### config.mk
export PLATFORM = sky130hd
export DESIGN_NAME = alu_pwr_seq
export DESIGN_NICKNAME = d
export VERILOG_FILES = /design/src/rtl/alu_pwr_seq.sv
export SDC_FILE = /design/constraint.sdc
export NUM_CORES = 1
export LEC_CHECK = 0
export CAP_MARGIN = 40
export CORE_UTILIZATION = 50
export CTS_CLUSTER_DIAMETER = 40
export DETAILED_ROUTE_END_ITERATION = 7
export GPL_ROUTABILITY_DRIVEN = 0
export HOLD_SLACK_MARGIN = 0.03
export PLACE_DENSITY_LB_ADDON = 0.2
export SLEW_MARGIN = 0
export SYNTH_ARGS = -nofsm -noshare
export SYNTH_HDL_FRONTEND = slang
export SYNTH_SLANG_ARGS = --single-unit
### constraint.sdc
create_clock -name clk -period 4.75 [get_ports clk]
set_input_delay 0.475 -clock clk [delete_from_list [all_inputs] [get_ports clk]]
set_output_delay 0.475 -clock clk [all_outputs]
set_load 0.01 [all_outputs]
### src/rtl/alu_pwr_seq.sv
// alu_pwr_seq: power-sequencing front end for the power-gated ALU datapath.
// Drives alu_pwr_en and iso_en in a safe order with settle delays, and gates the
// ALU start strobe so nothing is issued unless the ALU is powered and released.
//
// Ports:
//   clk, rst_n               clock (rising edge), synchronous active-low reset
//   wake_req, sleep_req      level power-up / power-down requests
//   start_in                 upstream start valid, held until accepted
//   start_ready, start_out   accept indication and start strobe to the ALU
//   alu_busy                 busy flag from the ALU
//   alu_pwr_en, iso_en       ALU power enable and output isolation (registered)
//   pwr_state                state code: OFF=0 PWR_UP=1 ON=2 DRAIN=3 ISO=4
//   on_pulse, off_pulse      one-cycle pulses on entry to ON / OFF
//
// Optional feature: define ALU_PWR_AUTO_OFF_EN to power down automatically after
// IDLE_TIMEOUT idle cycles in ON.
module alu_pwr_seq #(
  parameter int unsigned PWR_UP_WAIT  = 4,
  parameter int unsigned ISO_SETUP    = 2,
  parameter int unsigned IDLE_TIMEOUT = 16
) (
  input  logic       clk,
  input  logic       rst_n,
  input  logic       wake_req,
  input  logic       sleep_req,
  input  logic       start_in,
  output logic       start_ready,
  output logic       start_out,
  input  logic       alu_busy,
  output logic       alu_pwr_en,
  output logic       iso_en,
  output logic [2:0] pwr_state,
  output logic       on_pulse,
  output logic       off_pulse
);

  localparam int unsigned MaxSeq = (PWR_UP_WAIT > ISO_SETUP) ? PWR_UP_WAIT : ISO_SETUP;
  localparam int unsigned MaxDly = (MaxSeq > IDLE_TIMEOUT) ? MaxSeq : IDLE_TIMEOUT;
  localparam int unsigned CntW   = $clog2(MaxDly) + 1;

  localparam logic [CntW-1:0] PwrUpLoad = CntW'(PWR_UP_WAIT - 1);
  localparam logic [CntW-1:0] IsoLoad   = CntW'(ISO_SETUP - 1);
  localparam logic [CntW-1:0] CntOne    = CntW'(1);

  typedef enum logic [2:0] {
    StOff   = 3'd0,
    StPwrUp = 3'd1,
    StOn    = 3'd2,
    StDrain = 3'd3,
    StIso   = 3'd4
  } state_e;

  state_e          state_q, state_d;
  logic [CntW-1:0] cnt_q, cnt_d;
  logic            drain_low_q, drain_low_d;  // busy was low in the previous DRAIN cycle
  logic            pwr_en_q, pwr_en_d;
  logic            iso_q, iso_d;
  logic            on_pulse_q, on_pulse_d;
  logic            off_pulse_q, off_pulse_d;
  logic            sleep_go;

`ifdef ALU_PWR_AUTO_OFF_EN
  localparam logic [CntW-1:0] IdleLast = CntW'(IDLE_TIMEOUT - 1);

  logic [CntW-1:0] idle_q, idle_d;
  logic            idle_hit;

  // Idle count clears on any activity and on leaving ON; it stops at the
  // timeout because the FSM leaves ON in that same cycle.
  always_comb begin
    idle_d   = '0;
    idle_hit = 1'b0;
    if (state_q == StOn && !start_in && !alu_busy) begin
      idle_hit = (idle_q == IdleLast);
      if (!idle_hit) begin
        idle_d = idle_q + CntOne;
      end
    end
  end

  always_ff @(posedge clk) begin
    if (!rst_n) begin
      idle_q <= '0;
    end else begin
      idle_q <= idle_d;
    end
  end

  assign sleep_go = sleep_req | idle_hit;
`else
  assign sleep_go = sleep_req;
`endif

  always_comb begin
    state_d     = state_q;
    cnt_d       = cnt_q;
    drain_low_d = 1'b0;
    case (state_q)
      StOff: begin
        if (wake_req || start_in) begin
          state_d = StPwrUp;
          cnt_d   = PwrUpLoad;
        end
      end
      StPwrUp: begin
        if (cnt_q == '0) begin
          state_d = StOn;
        end else begin
          cnt_d = cnt_q - CntOne;
        end
      end
      StOn: begin
        if (sleep_go) begin
          state_d = StDrain;
        end
      end
      StDrain: begin
        if (!alu_busy) begin
          if (drain_low_q) begin
            state_d = StIso;
            cnt_d   = IsoLoad;
          end else begin
            drain_low_d = 1'b1;
          end
        end
      end
      StIso: begin
        if (cnt_q == '0) begin
          state_d = StOff;
        end else begin
          cnt_d = cnt_q - CntOne;
        end
      end
      default: begin
        state_d = StOff;
        cnt_d   = '0;
      end
    endcase

    // Power and isolation follow the next state so they change with the state flop.
    pwr_en_d    = (state_d != StOff);
    iso_d       = (state_d == StOff) || (state_d == StPwrUp) || (state_d == StIso);
    on_pulse_d  = (state_d == StOn) && (state_q != StOn);
    off_pulse_d = (state_d == StOff) && (state_q != StOff);
  end

  always_ff @(posedge clk) begin
    if (!rst_n) begin
      state_q     <= StOff;
      cnt_q       <= '0;
      drain_low_q <= 1'b0;
      pwr_en_q    <= 1'b0;
      iso_q       <= 1'b1;
      on_pulse_q  <= 1'b0;
      off_pulse_q <= 1'b0;
    end else begin
      state_q     <= state_d;
      cnt_q       <= cnt_d;
      drain_low_q <= drain_low_d;
      pwr_en_q    <= pwr_en_d;
      iso_q       <= iso_d;
      on_pulse_q  <= on_pulse_d;
      off_pulse_q <= off_pulse_d;
    end
  end

  assign start_ready = (state_q == StOn);
  assign start_out   = start_ready & start_in;
  assign alu_pwr_en  = pwr_en_q;
  assign iso_en      = iso_q;
  assign pwr_state   = state_q;
  assign on_pulse    = on_pulse_q;
  assign off_pulse   = off_pulse_q;

endmodule

==> metrics <==
Vias/cell ~6; # Max-Cap Violations 0; HPWL Detailed 1.18 mm; crit end category primary output; Total Routing Usage GR 20.5%; critical path's slowest cell dfxtp_1; crit path DAT around 2000 ps; slowest stage delay, CP between 500 and 600 ps; Yosys top cell by area dfxtp_1; clock slew seen by the registers of the worst setup and hold paths about 90 ps; Die W 42.2 um; Final setup viols 0; critical path class flip-flop to primary output; synth unique cells between 40 and 50; synthesized netlist cell count 80; Area Growth Syn to Fin 18.9%; Clk Latency, worst-skew pair between 200 and 300 ps; Worst EP required roughly 4300 ps; most frequent cells in the layout 14 x clkdlybuf4s50_1, 13 x dfxtp_1, 6 x inv_1; Max Clock Freq slightly above 400 MHz; starting density of the core about 54%; # IOs 15; WL per Instance approximately 14 um; fin area 962 um2; post-synth top area share between 30% and 40%; VDD IR max about 0.00032 V; Slew @ Worst Pin around 510 ps; cts bufs inserted 3; fin. max-slew vios 0; fin nets ~100; Antenna diodes 0; DRT antenna net count 0; Tightest Hold Check Type flip-flop to flip-flop; number of fill cells 124; CTS tree built; CTS resizes 0; Final Hold Viols 0; total congestion overflow 0; Synth Cell Area between 800 and 900 um2; delay-heaviest family, CP simple AND/OR/NAND/NOR gates; Pwr Density roughly 570 nW/um2; Ys Warns 0; Tcrit/Tclk final ~52%; layout cells sized above 1 between 20% and 30%; first-pass GRT wire length 2.82 mm; status completed; number of global-route vias before repair 620; vias 667; I/O Buffers 14; Critical Path, Cell by Cell or2b_4 > nor2_1 > and2_1 > clkdlybuf4s50_1; router iterations before antenna repair 4; most common flop cell mapped by yosys dfxtp_1; Post-synth EDFFs 0; Detailed Route WL 1.61 mm; root buf cell clkbuf_4; CTS Sinks 13; fraction of registers with async set/reset 0%; placed standard-cell area a little over 900 um2; critical path fanouts, max 9; largest net degree at the start of global routing 16; Mapped Nets 88; Static Leak ~0.37 nW; sequential element share of the synthesized area between 30% and 40%; htree depth 1; Die H roughly 42 um; DR iter-0 viols 7; initial antenna violation count 0; WHS just over 500 ps; clock period minus worst slack between 2000 and 2500 ps; # Post-CTS Setup Buffers 0; Post-CTS Hold Buffers 0; register bit total from synthesis 13; Avg Cell Area, Syn between 10 and 15 um2; CP bufs+invs 1; clock skew approximately 3.7 ps; unrepaired setup endpoints after global routing false; # DRC 0; most common cell after layout, fill and taps aside clkdlybuf4s50_1; Slew headroom roughly two thirds; crit start category flip-flop; num rows 14; number of buffers on the longest clock path 2; Total Die Area ~1800 um2; Final TNS setup 0 ps; Core Footprint around 1500 um2; top cells by area, synth dfxtp_1 32%, o32ai_2 4.0%, ha_1 3.1%
## cell type report
type | count | area [um2] | share of cell area, %
Inverter | 6 | 22.5 | 2.34
Clock buffer | 4 | 26.3 | 2.73
Sequential cell | 13 | 260 | 27.0
Tap cell | 16 | 20.0 | 2.08
Multi-Input combinational cell | 58 | 493 | 51.2
Timing Repair Buffer | 14 | 140 | 14.6
## path summary, 6_finish.rpt
kind / startpoint / to / slack, ps / cells after the start
max reg2reg: cnt_q[0] / cnt_q[0] / 3000 / 6
max: pwr_state[1] / start_out / 2260 / 4
min: cnt_q[0] / cnt_q[0] / 510 / 2
min reg2reg: cnt_q[0] / cnt_q[0] / 510 / 2
## Yosys cell counts, drive strengths merged (2+ instances only)
cell type	n
nand2	2
o21a	3
or3	2
ha	2
o32ai	4
nor3	6
nor4	2
or2b	2
inv	6
nor4b	3
dfxtp	13
and3b	2
and2	2
nand3	3
nor2	4
o21ai	4
## worst reg2reg max path, stage by stage (launching register included)
cell and delay, ps:
dfxtp_1 340, inv_1 130, ha_1 180, or4b_4 530, nor3_4 240, o31a_2 180, o31ai_2 50
## logic make-up after synthesis
group	synth area share, %
AOI/OAI and AO/OA	20.2
xor gates and xnor gates	2.01
buffers and inverters	6.95
adders and majority gates	4.33
DFF	32.1
and+or+nand+nor	34.3
## report_power, final
group | switching (mW) | total (mW) | internal (mW)
clock | 0.0379 | 0.0704 | 0.0325
sequential | 0.0366 | 0.177 | 0.141
combinational | 0.148 | 0.298 | 0.150
## through the flow
stage,util [%],power [mW],std cells,setup WS (ps)
2_1_floorplan,-,0.406,80,2960
3_3_place_gp,62.1,0.470,107,2610
5_1_grt,63.9,0.586,111,2140
6_report,63.9,0.546,111,2260
4_1_cts,63.9,0.546,111,2260
3_5_place_dp,62.1,0.475,107,2560
## metal layers
layer	wire length [um]	global-route usage (%)	vias to the layer above
met5	0	0	-
met4	13	7.50	0
met3	40	3.88	2
met2	715	30.2	10
met1	835	29.7	320
li1	-	-	335
## flip-flops by register name, indices dropped and copies added (netlist names)
register / cells
alu_pwr_en: 1
cnt_q: 5
drain_low_q: 1
pwr_state: 3
iso_en: 1
off_pulse: 1
on_pulse: 1
Note: power is estimated with default switching activity, not from simulation.
